`config.mk`:
```
export PLATFORM = sky130hd
export DESIGN_NAME = activation_out_buffer
export DESIGN_NICKNAME = d
export VERILOG_FILES = /design/src/rtl/ita_package.sv /design/src/rtl/activation_out_buffer_fifo.sv /design/src/rtl/activation_out_buffer.sv
export SDC_FILE = /design/constraint.sdc
export NUM_CORES = 1
export LEC_CHECK = 0
export ABC_CLOCK_PERIOD_IN_PS = 3300
export BUFFER_PORTS_ARGS = -buffer_cell sky130_fd_sc_hd__clkbuf_2
export CAP_MARGIN = 20
export CORE_UTILIZATION = 59
export CTS_CLUSTER_DIAMETER = 60
export CTS_CLUSTER_SIZE = 24
export DETAILED_ROUTE_END_ITERATION = 8
export GPL_ROUTABILITY_DRIVEN = 0
export GPL_TIMING_DRIVEN = 0
export HOLD_SLACK_MARGIN = 0.12
export PLACE_DENSITY = 0.77
export SETUP_SLACK_MARGIN = 0.4
export SYNTH_ARGS = -nofsm -noshare
export SYNTH_HDL_FRONTEND = slang
export SYNTH_SLANG_ARGS = --single-unit
```
`constraint.sdc`:
```
create_clock -name clk_i -period 3.3 [get_ports clk_i]
set_input_delay 0.495 -clock clk_i [delete_from_list [all_inputs] [get_ports clk_i]]
set_output_delay 0.495 -clock clk_i [all_outputs]
set_load 0.05 [all_outputs]
```
`src/rtl/ita_package.sv`:
```
// Shared ITA definitions used by the activation output buffer.
//   N, WO           : lanes per vector and bits per lane
//   requant_oup_t   : one requantised output vector (N signed 8-bit lanes)
//   ACT_LATENCY     : cycles from issue into `activation` to its result
//   ACT_BUF_DEPTH   : default entries in the activation output FIFO
//   act_buf_entry_t : one FIFO entry (vector plus end-of-tile flag)
package ita_package;

    localparam int unsigned N  = 16;
    localparam int unsigned WO = 8;

    localparam int unsigned ACT_LATENCY   = 2;
    localparam int unsigned ACT_BUF_DEPTH = 4;

    typedef logic signed [N-1:0][WO-1:0] requant_oup_t;

    typedef struct packed {
        requant_oup_t data;
        logic         last;
    } act_buf_entry_t;

endpackage

```
`src/rtl/activation_out_buffer_fifo.sv`:
```
// act_buf_fifo: synchronous FIFO of act_buf_entry_t with a combinational head.
// Ports:
//   clk_i, rst_ni : clock, asynchronous active-low reset
//   flush_i       : synchronous clear of pointers and count
//   push_i/data_i : write request and entry; accepted when not full or popping
//   pop_i         : read request; ignored when empty
//   data_o        : head entry, valid whenever empty_o is low
//   count_o, full_o, empty_o : occupancy status
module act_buf_fifo
    import ita_package::*;
#(
    parameter int unsigned DEPTH = ACT_BUF_DEPTH,
    localparam int unsigned PtrW = (DEPTH > 1) ? $clog2(DEPTH) : 1,
    localparam int unsigned CntW = $clog2(DEPTH + 1)
) (
    input  logic           clk_i,
    input  logic           rst_ni,
    input  logic           flush_i,
    input  logic           push_i,
    input  act_buf_entry_t data_i,
    input  logic           pop_i,
    output act_buf_entry_t data_o,
    output logic [CntW-1:0] count_o,
    output logic           full_o,
    output logic           empty_o
);

    act_buf_entry_t  mem_q [DEPTH];
    logic [PtrW-1:0] wr_q, rd_q;
    logic [CntW-1:0] count_q;
    logic            push_ok, pop_ok;

    assign full_o  = (count_q == CntW'(DEPTH));
    assign empty_o = (count_q == '0);
    assign count_o = count_q;
    assign data_o  = mem_q[rd_q];

    // A push into a full FIFO is fine when the head leaves in the same cycle.
    assign pop_ok  = pop_i && !empty_o;
    assign push_ok = push_i && (!full_o || pop_ok);

    always_ff @(posedge clk_i or negedge rst_ni) begin
        if (!rst_ni) begin
            for (int unsigned i = 0; i < DEPTH; i++) begin
                mem_q[i] <= '0;
            end
            wr_q    <= '0;
            rd_q    <= '0;
            count_q <= '0;
        end else if (flush_i) begin
            wr_q    <= '0;
            rd_q    <= '0;
            count_q <= '0;
        end else begin
            if (push_ok) begin
                mem_q[wr_q] <= data_i;
                wr_q        <= (wr_q == PtrW'(DEPTH - 1)) ? '0 : wr_q + 1'b1;
            end
            if (pop_ok) begin
                rd_q <= (rd_q == PtrW'(DEPTH - 1)) ? '0 : rd_q + 1'b1;
            end
            count_q <= count_q + CntW'(push_ok) - CntW'(pop_ok);
        end
    end

endmodule

```
`src/rtl/activation_out_buffer.sv`:
```
// Elastic output stage behind the fixed-latency `activation` unit.
// Tracks issued vectors in flight, captures each result into a FIFO and
// streams it out on valid/ready. issue_ready_o is a credit check on
// registered state only, so no in-flight result is dropped while upstream
// honours it.
// Ports:
//   clk_i, rst_ni          : clock, asynchronous active-low reset
//   flush_i                : synchronous clear of FIFO, tracker, tile counter, error
//   issue_i, issue_ready_o : upstream issue strobe and credit
//   data_i                 : result of `activation`, valid LATENCY cycles after issue
//   tile_len_i             : vectors per tile (0 treated as 1)
//   valid_o, ready_i       : output handshake
//   data_o, last_o         : head vector and its end-of-tile flag (zero when idle)
//   overflow_o             : sticky, set when a result arrives with no room
module activation_out_buffer
    import ita_package::*;
#(
    parameter int unsigned N_PE    = N,
    parameter int unsigned LATENCY = ACT_LATENCY,
    parameter int unsigned DEPTH   = ACT_BUF_DEPTH,
    parameter int unsigned TILE_W  = 8
) (
    input  logic              clk_i,
    input  logic              rst_ni,
    input  logic              flush_i,
    input  logic              issue_i,
    output logic              issue_ready_o,
    input  requant_oup_t      data_i,
    input  logic [TILE_W-1:0] tile_len_i,
    output logic              valid_o,
    input  logic              ready_i,
    output requant_oup_t      data_o,
    output logic              last_o,
    output logic              overflow_o
);

    localparam int unsigned FifoCntW = $clog2(DEPTH + 1);
    localparam int unsigned SumW     = $clog2(DEPTH + LATENCY + 1);

    logic [LATENCY-1:0]  track_q, track_d;
    logic [TILE_W-1:0]   tile_cnt_q, tile_cnt_d, tile_len_eff;
    logic                overflow_q, overflow_d;
    logic                tap, pop, push_acc, is_last, fifo_full, fifo_empty;
    logic [FifoCntW-1:0] fifo_count;
    logic [SumW-1:0]     inflight;
    act_buf_entry_t      push_entry, head;

    // Oldest tracker bit marks the cycle the matching result sits on data_i.
    assign tap = track_q[LATENCY-1];

    assign tile_len_eff = (tile_len_i == '0) ? TILE_W'(1) : tile_len_i;
    assign is_last      = (tile_cnt_q == tile_len_eff - 1'b1);

    assign push_entry.data = data_i;
    assign push_entry.last = is_last;

    assign valid_o  = !fifo_empty;
    assign pop      = valid_o && ready_i;
    assign push_acc = tap && (!fifo_full || pop);

    act_buf_fifo #(
        .DEPTH (DEPTH)
    ) u_fifo (
        .clk_i   (clk_i),
        .rst_ni  (rst_ni),
        .flush_i (flush_i),
        .push_i  (tap),
        .data_i  (push_entry),
        .pop_i   (pop),
        .data_o  (head),
        .count_o (fifo_count),
        .full_o  (fifo_full),
        .empty_o (fifo_empty)
    );

    // Credits count both held entries and results still inside `activation`.
    always_comb begin
        inflight = '0;
        for (int unsigned i = 0; i < LATENCY; i++) begin
            inflight = inflight + SumW'(track_q[i]);
        end
        issue_ready_o = (SumW'(fifo_count) + inflight) < SumW'(DEPTH);
    end

    always_comb begin
        track_d    = (track_q << 1) | LATENCY'(issue_i);
        tile_cnt_d = tile_cnt_q;
        overflow_d = overflow_q | (tap && fifo_full && !pop);
        if (push_acc) begin
            tile_cnt_d = is_last ? '0 : tile_cnt_q + 1'b1;
        end
        if (flush_i) begin
            track_d    = '0;
            tile_cnt_d = '0;
            overflow_d = 1'b0;
        end
    end

    always_ff @(posedge clk_i or negedge rst_ni) begin
        if (!rst_ni) begin
            track_q    <= '0;
            tile_cnt_q <= '0;
            overflow_q <= 1'b0;
        end else begin
            track_q    <= track_d;
            tile_cnt_q <= tile_cnt_d;
            overflow_q <= overflow_d;
        end
    end

    // Idle outputs read as zero rather than exposing a stale storage slot.
    always_comb begin
        data_o = '0;
        for (int unsigned i = 0; i < N_PE; i++) begin
            data_o[i] = valid_o ? head.data[i] : '0;
        end
    end

    assign last_o     = valid_o && head.last;
    assign overflow_o = overflow_q;

endmodule

```
==> summary.md, run 1 <==
| Metric | Value |
|---|---|
| Total number of vias | 14,200 |
| Via density | 5.80 |
| Critical path launch point | u_fifo.rd_q[0] |
| Global-route wire length before repair | 84,900 um |
| Hold Fails Final Rpt | 0 |
| Mux contribution to synthesized area | 0.355 |
| Post-DP Area | 0.0266 mm^2 |
| Root Driver | clkbuf_16 |
| Final wirelength | 56,000 um |
| Synth top area share | 0.546 |
| Pins Over Slew Limit | 0 |
| Worst-path clk slew | 90 ps |
| Later-pin clock latency in the skew report | 580 ps |
| Synthesized flop and latch total | 534 |
| GR Util met2 | 0.429 |
| CORE AREA | 0.0408 mm^2 |
| Row cnt | 74 |
| Critical Path Start Type | register |
| Grt ovf | 0 |
| WP data required | 2800 ps |
| Ports | 273 |
| Setup Crit Path Kind | reg -> out |
| Total chip power | 23.0 mW |
| GRT Overall Usage | 0.266 |
| HPWL after DPL | 36,800 um |
| FMAX | 0.349 GHz |
| Final instance area | 0.0294 mm^2 |
| Final Setup Violations | 0 |
| CP Buf/Inv Count | 4 |
| CP max FO | 8 |
| VDD IR max | 547 uV |
| Final Util | 0.720 |
| Status | completed |
| Layout cell share with drive strength beyond 1 | 0.583 |
| Post-route DRC | 0 |
| CP Data Arrival Time | 2370 ps |
| Met3 Resource Use GR | 0.0565 |
| Clock Tree Buf Depth | 3 |
| Area delta synth->final | 20.2% |
| DR WL/cell | 22.9 um |
| Worst Skew | 11.7 ps |
| XOR/XNOR Fraction of Synth Area | 0.00501 |
| Mapped Avg Cell Area | 15.8 um^2 |
| NumNets Final | 2,036 |
| Post-synthesis simple-gate area fraction | 0.0469 |
| Largest cells by area after synthesis | dfrtp_1, mux2_2, mux4_2 |
| Die ar. | 0.0423 mm^2 |
| Met1 Use GR | 0.363 |
| Synth Area in Compound Gates | 0.00972 |
| Number of synthesized flops with an enable pin | 0 |
| Busiest grt layer | met2 |
| Post-synthesis cell count | 1,546 |
| Worst Setup End Kind | primary output |
| Power density cells | 782 mW/mm^2 |
| Worst-Margin Slew | 581 ps |
| Async SR Flop Fraction | 1.00 |
| Worst reg2reg startpoint | u_fifo.count_o[1] |
| Total CTS buffers | 39 |
| Post-route clock period utilization | 0.868 |
| Largest net degree at the start of global routing | 116 |
| Min-delay worst type | in -> reg |
| Crit-path cells | buf_12 -> buf_16 -> clkbuf_16 -> mux4_2 -> and2_4 -> buf_6 |
| Cell area after synthesis | 0.0245 mm^2 |
| YS warnings | 0 |
| Buffers on Ports | 271 |
| Htree depth | 2 |
| Seq/Total Area, Yosys | 0.546 |
| Pre-antenna DRT Iters | 4 |
| Slowest library cell on the worst path | mux4_2 |
| Cell family with most CP delay | buffers and inverters |
| Hold wc startpoint | data_i[89] |
| Chip Width | 206 um |
| Cell taking the most area after synthesis | dfrtp_1 |
| Remaining antenna violation count after routing | 0 |
| Final setup TNS | 0 ps |
| Top FF cell, synth | dfrtp_1 |
| Antenna violations before repair | 9 |
| Crit-path max cell delay | 510 ps |
| Minimum clock period | 2860 ps |
| Starting density of the core | 0.599 |
| RSZ-0062 raised after global routing | yes |
| Syn nets | 1,698 |
| Die Y | 206 um |
| TritonCTS sink count | 534 |
| Netlist cell types | 45 |
| Leak | 14.2 nW |
| Combinational family with the most area after synthesis | multiplexers |
| DR iter-0 viols | 654 |
| Worst slew margin | 0.613 |
| Max-cap violations | 0 |
| Number of global-route vias before repair | 15,000 |
| TritonCTS clock tree | built |
| Post-Synth Adder-Cell Area | 0.00593 |
-- flip-flops by register name (all words and copies together) (netlist names) --
register,cells
tile_cnt_q,8
u_fifo.mem_q,516
u_fifo.wr_q,2
u_fifo.count_o,3
u_fifo.rd_q,2
overflow_o,1
track_q,2
-- cell usage in the layout (no fill, tap or decap), types with 6 or more instances in the layout --
cell type	count
buf_12	11
dfrtp_1	534
mux4_2	129
buf_4	37
clkbuf_4	18
inv_1	9
clkinv_8	6
xnor2_1	12
mux2_1	42
buf_2	28
buf_6	82
buf_8	24
nor3_1	6
and2_1	91
mux2_2	470
o211ai_1	6
clkbuf_8	12
a21oi_1	11
nor2_1	6
ha_1	10
and2_4	40
nand2_1	27
inv_8	6
buf_16	8
clkbuf_16	51
clkbuf_2	167
clkbuf_1	9
clkinvlp_4	6
-- metal layers --
metal | vias to the layer above | share of wire
met5 | - | 0.0012
met4 | 10 | 0.024
met3 | 79 | 0.055
met2 | 281 | 0.49
met1 | 7519 | 0.43
li1 | 6333 | -
-- worst paths after layout --
path,to,slack [ps],cells past startpoint
setup reg to reg,u_fifo.count_o[2],640,11
setup / recovery,data_o[73],440,6
hold / removal,u_fifo.mem_q[90],170,2
hold reg to reg,u_fifo.mem_q[86],490,1
min in group asynchronous,u_fifo.mem_q[344],410,2
max in group asynchronous,u_fifo.mem_q[43],1470,4
-- area by class of cell --
cell class / count / area, um^2
Clock inverter: 25 / 289
Antenna cell: 5 / 12.5
Fill cell: 2689 / 11400
Buffer: 107 / 1030
Inverter: 10 / 37.5
Tap cell: 532 / 666
Timing Repair Buffer: 297 / 2520
Clock buffer: 45 / 1050
Sequential cell: 534 / 13400
Multi-Input combinational cell: 895 / 10400
-- logic make-up (layout without fill, tap and decap cells) --
family / after synthesis / count (layout)
buffers and inverters: 117 / 484
AND/OR/NAND/NOR: 192 / 192
AO/OA/AOI/OAI: 36 / 36
flip-flops: 534 / 534
adder cells (fa/ha/maj): 11 / 11
multiplexers: 642 / 642
XOR/XNOR: 14 / 14
other: 0 / 5
-- through the flow --
step / hold slack, ps / setup WS (ps) / std cells
final: 174 / 436 / 2450
after global placement: 456 / -10050 / 2349
after global routing: 167 / 377 / 2448
after floorplan: 199 / 843 / 1546
after CTS: 140 / 339 / 2433
after detailed placement: 455 / -7.81 / 2354
-- repair_timing --
action | in CTS | in global routing
gates resized for setup | 222 | 193
gates cloned | 3 | 10
setup endpoints to repair | 129 | 126
hold buffers | 2 | 0
buffers inserted | 4 | 2
hold endpoints to repair | 43 | 0
pin swaps | 0 | 2
-- synth_stat cells (7+ instances only) --
master    instances
a21oi_1          11
and2_1          131
buf_1             7
buf_2            28
buf_4            14
buf_6            32
clkbuf_1         26
dfrtp_1         534
ha_1             10
inv_1             9
mux2_1           42
mux2_2          470
mux4_2          129
nand2_1          27
xnor2_1          12
-- where the power goes --
group          leakage (nW)  switching, mW  internal, mW
Clock                 0.637           2.57          2.50
Sequential             7.14          0.442          7.42
Combinational          6.41           5.61          4.46
No activity file was read; power rests on OpenSTA's default activity.
==> run 2, diff against run 1 <==
--- a/config.mk
+++ b/config.mk
@@ -5,7 +5,7 @@
 export SDC_FILE = /design/constraint.sdc
 export NUM_CORES = 1
 export LEC_CHECK = 0
-export ABC_CLOCK_PERIOD_IN_PS = 3300
+export ABC_CLOCK_PERIOD_IN_PS = 2700
 export BUFFER_PORTS_ARGS = -buffer_cell sky130_fd_sc_hd__clkbuf_2
 export CAP_MARGIN = 20
 export CORE_UTILIZATION = 59
==> constraint.sdc (replaced) <==
create_clock -name clk_i -period 2.7 [get_ports clk_i]
set_input_delay 0.405 -clock clk_i [delete_from_list [all_inputs] [get_ports clk_i]]
set_output_delay 0.405 -clock clk_i [all_outputs]
set_load 0.05 [all_outputs]
==> run 2 against run 1 <==
Effect of this change: the flow now finishes with violations (negative setup slack); non-clock buffer count increased by 137; critical path depth unchanged; global-route usage is 1.6 points higher; first-iteration DRC count rose by 29%; final cell count up 5.6%; die area did not move; design area is 8.8% higher; clock skew increased by 9.5 ps; register-to-register slack got worse by 370 ps; largest power group unchanged; highest routed layer is now met4.
==> summary.md, run 2 (synthesized netlist as in run 1, its figures left out) <==
| Metric | Value |
|---|---|
| CORE AREA | 0.0408 mm^2 (unchanged) |
| Failing checks | negative setup slack |
| Global-route wire length before repair | 90,800 um (+6.8%) |
| R2r worst-path depth | 11 (unchanged) |
| Min-delay worst type | in -> reg |
| Later-pin clock latency in the skew report | 580 ps (about the same) |
| Die ar. | 0.0423 mm^2 (unchanged) |
| Chip Width | 206 um (unchanged) |
| Placed Cells | 2,353 (-0.042%) |
| CP Data Arrival Time | 2370 ps (about the same) |
| Worst reg2reg startpoint | u_fifo.count_o[0] |
| Final setup TNS | -3920 ps (-3920 ps) |
| Most frequent cells in the layout | dfrtp_1, mux2_2, clkbuf_2 |
| Pre-antenna DRT Iters | 5 (+1) |
| Worst slew margin | 0.597 (-0.0158) |
| Largest net degree at the start of global routing | 118 (+1.7%) |
| Total number of vias | 15,100 (+6.4%) |
| Commonest non-fill, non-tap cell in the layout | dfrtp_1 |
| Via density | 5.85 (+0.79%) |
| Pins Over Slew Limit | 0 (unchanged) |
| Power density cells | 950 mW/mm^2 (+21%) |
| Remaining antenna violation count after routing | 0 (unchanged) |
| R2r endpoint | u_fifo.count_o[2] |
| DR iter-0 viols | 841 (+29%) |
| Status | finished, violations left |
| Critical Path Start Type | register |
| Row cnt | 74 (unchanged) |
| WP data required | 2300 ps (-500 ps) |
| HPWL after DPL | 35,800 um (-2.8%) |
| Setup Crit Path Kind | reg -> out |
| Clock Tree Buf Depth | 3 (unchanged) |
| Starting density of the core | 0.599 (unchanged) |
| Die Y | 206 um (unchanged) |
| RSZ-0062 raised after global routing | yes |
| Max reg flops | 516 (unchanged) |
| Multi-input gate area | 0.0107 mm^2 (+2.3%) |
| Final wirelength | 60,200 um (+7.6%) |
| Hold depth | 4 (+2) |
| Worst Setup End Kind | primary output |
| Fillers | 2,188 (-19%) |
| NumNets Final | 2,174 (+6.8%) |
| Final Setup Violations | 99 (+99) |
| Post-route DRC | 0 (unchanged) |
| Worst reg2reg setup slack | 270 ps (-370 ps) |
| Hold Fails Final Rpt | 0 (unchanged) |
| Layout cell share with drive strength beyond 1 | 0.585 (+0.00199) |
| DR WL/cell | 23.3 um (+1.9%) |
| Root Driver | clkbuf_16 |
| TritonCTS sink count | 534 (unchanged) |
| Worst setup margin | -76.1 ps (-512 ps) |
| Buffers on Ports | 271 (unchanged) |
| Grt ovf | 0 (unchanged) |
| Register area | 0.0134 mm^2 (about the same) |
| Worst Skew | 21.1 ps (+9.47 ps) |
| Worst-Margin Slew | 605 ps (+23.7 ps) |
| Hold wc startpoint | ready_i |
| FMAX | 0.360 GHz |
| Hold_ws | 222 ps (+47.5 ps) |
| Minimum clock period | 2780 ps |
| Hold endpoint | u_fifo.rd_q[1] |
| Htree depth | 2 (unchanged) |
| Biggest register | u_fifo.mem_q |
| Number of global-route vias before repair | 16,200 (+8.4%) |
| Total chip power | 30.4 mW (+32%) |
| VDD IR max | 833 uV (+52%) |
| GRT Overall Usage | 0.282 (+0.0159) |
| Total CTS buffers | 40 (+2.6%) |
| Max-cap violations | 0 (unchanged) |
| TritonCTS clock tree | built |
| Worst-path clk slew | 70 ps (-20 ps) |
| Leak | 15.3 nW (+7.7%) |
| Post-route clock period utilization | 1.03 |
| CP max FO | 9 (+1) |
| Finished Layout Cells | 2,586 (+5.6%) |
| Antenna violations before repair | 3 (-6) |
| Area delta synth->final | 30.8% |
| Ports | 273 (unchanged) |
-- run 2: cell count changes in the layout (fill, tap and decap cells not counted), moves of 6 or more --
cell | before | now
dlygate4sd3_1 | 2 | 130
and2_1 | 91 | 33
and2_4 | 40 | 98
buf_8 | 24 | 69
clkbuf_16 | 51 | 84
buf_6 | 82 | 53
buf_4 | 37 | 15
clkbuf_2 | 167 | 148
clkbuf_4 | 18 | 6
clkbuf_8 | 12 | 20
buf_12 | 11 | 18
clkinv_4 | 0 | 6
-- run 2: layer usage --
layer,up-vias,wire [um],share of wire,track usage
li1,6633,-,-,-
met1,8097,25200,0.42,0.372
met2,315,30900,0.51,0.474
met3,85,2630,0.044,0.0513
met4,0,1490,0.025,0.0918
met5,-,0,0,0
-- run 2: metrics by stage --
step | cell area (um^2) | setup WS, ps | utilization
finish | 32000 | -76.1 | 0.783
global route | 32000 | -131 | 0.783
CTS | 31300 | -135 | 0.766
detailed placement | 26600 | -532 | 0.652
global placement | 26500 | -10550 | 0.649
floorplan | 24500 | 398 | -
-- run 2: how the worst max path moves through the flow --
stage	to	slack (ps)	from	cells after the start
2_1_floorplan	u_fifo.count_o[2]	400	u_fifo.count_o[1]	11
3_3_place_gp	u_fifo.mem_q[37]	-10550	rst_ni	1
3_5_place_dp	data_o[14]	-530	u_fifo.rd_q[1]	5
4_1_cts	data_o[105]	-130	u_fifo.rd_q[0]	6
5_1_grt	data_o[35]	-130	u_fifo.rd_q[0]	6
6_report	data_o[30]	-80	u_fifo.rd_q[0]	6
-- run 2: critical path, cell delays in order (launching register included) --
cell and delay [ps]:
dfrtp_1 420, buf_12 180, clkbuf_16 200, clkbuf_16 160
mux4_2 490, and2_4 170, clkbuf_16 160
-- run 2: repair_timing --
action / in CTS / in global routing
setup endpoints to repair: 462 / 666
hold buffers: 130 / 0
cloned: 4 / 14
gates resized for setup: 454 / 158
pin swaps: 11 / 9
hold endpoints to repair: 603 / 0
setup buffers: 6 / 5
-- run 2: final cells by class --
cell class              instances  share of cell area
diodes                          4            0.000313
inverters                      10             0.00121
clock inverters                26             0.00876
plain buffers                 107              0.0365
flip-flops and latches        534               0.418
repair buffers                434               0.148
multi-input cells             895               0.334
clock buffers                  44              0.0327
well taps                     532              0.0208
-- run 2: report_power, final --
group          switching, mW  total [mW]  internal, mW
clock                   3.16        6.13          2.97
combinational           7.35        14.6          7.23
sequential             0.586        9.66          9.08
==> run 3, diff against run 2 <==
--- a/config.mk
+++ b/config.mk
@@ -5,17 +5,17 @@
 export SDC_FILE = /design/constraint.sdc
 export NUM_CORES = 1
 export LEC_CHECK = 0
-export ABC_CLOCK_PERIOD_IN_PS = 2700
+export ABC_CLOCK_PERIOD_IN_PS = 2200
 export BUFFER_PORTS_ARGS = -buffer_cell sky130_fd_sc_hd__clkbuf_2
 export CAP_MARGIN = 20
-export CORE_UTILIZATION = 59
-export CTS_CLUSTER_DIAMETER = 60
+export CORE_UTILIZATION = 53
+export CTS_CLUSTER_DIAMETER = 100
 export CTS_CLUSTER_SIZE = 24
 export DETAILED_ROUTE_END_ITERATION = 8
 export GPL_ROUTABILITY_DRIVEN = 0
 export GPL_TIMING_DRIVEN = 0
 export HOLD_SLACK_MARGIN = 0.12
-export PLACE_DENSITY = 0.77
+export PLACE_DENSITY = 0.73
 export SETUP_SLACK_MARGIN = 0.4
 export SYNTH_ARGS = -nofsm -noshare
 export SYNTH_HDL_FRONTEND = slang
==> constraint.sdc (replaced) <==
create_clock -name clk_i -period 2.2 [get_ports clk_i]
set_input_delay 0.33 -clock clk_i [delete_from_list [all_inputs] [get_ports clk_i]]
set_output_delay 0.33 -clock clk_i [all_outputs]
set_load 0.05 [all_outputs]
==> run 3 against run 2 <==
Effect of this change: the flow finishes with violations (negative hold slack, negative setup slack); count of clock-buffer cells in the layout decreased by 17; core utilization shrank 0.52 points; clock skew rose by 14 ps; non-clock buffer count is 91 higher; sequential power is 23% higher; die area grew 11%; register-to-register slack got worse by 640 ps; sequential share of layout area decreased by 4.0 points; worst setup slack worse by 480 ps; hold slack worse by 510 ps; power increased by 23%; critical path type unchanged; highest routed layer is now met5.
==> summary.md, run 3 (synthesized netlist as in run 1, its figures left out) <==
| Metric | Value |
|---|---|
| CTS Hold Buffers Added | 129 (-0.77%) |
| Post-route DRC | 0 (unchanged) |
| Min-delay worst type | in -> async |
| Starting density of the core | 0.538 (-0.0612) |
| Die ar. | 0.0470 mm^2 (+11%) |
| TritonCTS sink count | 534 (unchanged) |
| Worst slew margin | 0.590 (-0.00729) |
| WP data required | 1870 ps (-430 ps) |
| Final setup TNS | -153,180 ps (-149,260 ps) |
| Crit-path max cell delay | 580 ps (+90 ps) |
| Critical Path Start Type | register |
| Worst-Margin Slew | 616 ps (+10.9 ps) |
| Htree depth | 1 (-1) |
| CP Buf/Inv Count | 4 (unchanged) |
| Buffers on Ports | 271 (unchanged) |
| Minimum clock period | 2760 ps |
| Max reg flops | 516 (unchanged) |
| Most frequent cells in the layout | dfrtp_1, mux2_4, mux2_2 |
| Final wirelength | 70,500 um (+17%) |
| Later-pin clock latency in the skew report | 600 ps (+20 ps) |
| Biggest register | u_fifo.mem_q |
| Number of global-route vias before repair | 16,800 (+3.2%) |
| Die Y | 217 um (+5.5%) |
| Grt ovf | 0 (unchanged) |
| Worst-path clk slew | 100 ps (+30 ps) |
| DR WL/cell | 26.1 um (+12%) |
| Largest net degree at the start of global routing | 117 (-0.85%) |
| Slowest library cell on the worst path | mux4_2 |
| VDD IR max | 1100 uV (+32%) |
| Pins Over Slew Limit | 0 (unchanged) |
| Layout cell share with drive strength beyond 1 | 0.631 (+0.0459) |
| Max-cap violations | 0 (unchanged) |
| Total CTS buffers | 26 (-35%) |
| Failing checks | negative hold slack, negative setup slack |
| Via density | 5.80 (-0.86%) |
| NumNets Final | 2,251 (+3.5%) |
| FMAX | 0.363 GHz |
| DR iter-0 viols | 1,053 (+25%) |
| Worst setup margin | -555 ps (-479 ps) |
| Total number of vias | 15,700 (+3.5%) |
| P_int | 23.9 mW (+24%) |
| Leak | 17.5 nW (+15%) |
| GRT Overall Usage | 0.263 (-0.0190) |
| CP Data Arrival Time | 2430 ps (+60 ps) |
| Final Setup Violations | 648 (+550%) |
| Commonest non-fill, non-tap cell in the layout | dfrtp_1 |
| P_sw | 13.4 mW (+21%) |
| Clock network fraction of total power | 0.145 (-0.057) |
| Post-route clock period utilization | 1.25 |
| Clock Tree Buf Depth | 3 (unchanged) |
| RSZ-0062 raised after global routing | yes |
| Chip Width | 217 um (+5.5%) |
| Flop pwr share | 0.320 (+0.002) |
| Remaining antenna violation count after routing | 0 (unchanged) |
| Gate power share | 0.536 (+0.056) |
| Status | finished, violations left |
| Setup Crit Path Kind | reg -> out |
| Worst Skew | 35.3 ps (+14.2 ps) |
| Worst reg2reg setup slack | -370 ps (-640 ps) |
| Global-route wire length before repair | 96,100 um (+5.9%) |
| Ports | 273 (unchanged) |
| Row cnt | 78 (+5.4%) |
| Power density cells | 1050 mW/mm^2 (+11%) |
| Antenna violations before repair | 4 (+1) |
| Hold_ws | -285 ps (-506 ps) |
| Crit-path cells | buf_8 -> buf_12 -> buf_12 -> mux4_2 -> and2_4 -> buf_8 |
| Hold Fails Final Rpt | 61 (+61) |
| Area delta synth->final | 44.7% |
| Worst Setup End Kind | primary output |
| Cell family with most CP delay | buffers and inverters |
| Post-Place Worst Slack | -749 ps (-217 ps) |
| Post-DP Area | 0.0273 mm^2 (+2.4%) |
| Root Driver | clkbuf_16 |
| Total chip power | 37.3 mW (+23%) |
| CP max FO | 7 (-2) |
| Final Util | 0.778 (-0.00521) |
| CORE AREA | 0.0455 mm^2 (+11%) |
| TritonCTS clock tree | built |
| HPWL after DPL | 37,000 um (+3.4%) |
| Switching Share | 0.360 (-0.00559) |
| Final instance area | 0.0354 mm^2 (+11%) |
| Pre-antenna DRT Iters | 5 (unchanged) |
run 3: cell types whose count changed in the layout (fill, tap and decap cells not counted), moves of 31 or more:
cell / delta
mux2_4: +317
mux2_2: -279
buf_12: +65
mux2_1: -38
clkbuf_16: +35
and2_1: -31
run 3: power by group through the flow:
stage	clock network [mW]	registers (mW)	logic, mW
after floorplan	0	11.7	10.8
after global placement	0	11.9	13.6
after detailed placement	0	12.0	13.8
after CTS	5.47	11.8	18.4
after global routing	5.81	12.0	20.7
final	5.39	11.9	20.0
run 3: routing by layer:
layer  wire length, um  global-route usage
met1             30000               0.352
met2             35400               0.458
met3              3130              0.0415
met4              1930              0.0502
met5                27                   0
run 3: final cells by class:
| class | count | area [um^2] |
|---|---|---|
| clock buffers | 27 | 676 |
| fillers | 2446 | 10100 |
| multi-input cells | 895 | 12000 |
| well taps | 600 | 751 |
| inverters | 10 | 47.5 |
| plain buffers | 107 | 1670 |
| flip-flops and latches | 534 | 13400 |
| clock inverters | 1 | 20.0 |
| repair buffers | 525 | 6880 |
| diodes | 2 | 5.00 |
run 3: worst paths after layout:
check                                  start           endpoint  cells after the start
max in group asynchronous             rst_ni  u_fifo.mem_q[183]                      4
hold / removal                        rst_ni  u_fifo.mem_q[474]                      1
min in group clk_i                   ready_i     u_fifo.rd_q[1]                      4
setup / recovery              u_fifo.rd_q[0]        data_o[106]                      6
setup reg to reg           u_fifo.count_o[1]  u_fifo.count_o[2]                     12
hold reg to reg            u_fifo.mem_q[387]  u_fifo.mem_q[387]                      2
run 3: timing repair:
item                                   in CTS  in global routing
gates resized for setup                   486                463
setup buffers                              30                 20
setup endpoints to repair                 659                659
pin swaps                                  22                 40
cloned                                     21                 48
endpoints found under the hold margin     574                 61
run 3: metrics by stage:
step           hold slack, ps  instances
2_1_floorplan            34.4       1546
3_3_place_gp              459       2417
3_5_place_dp              356       2423
4_1_cts                  -282       2631
5_1_grt                  -277       2700
6_report                 -285       2701
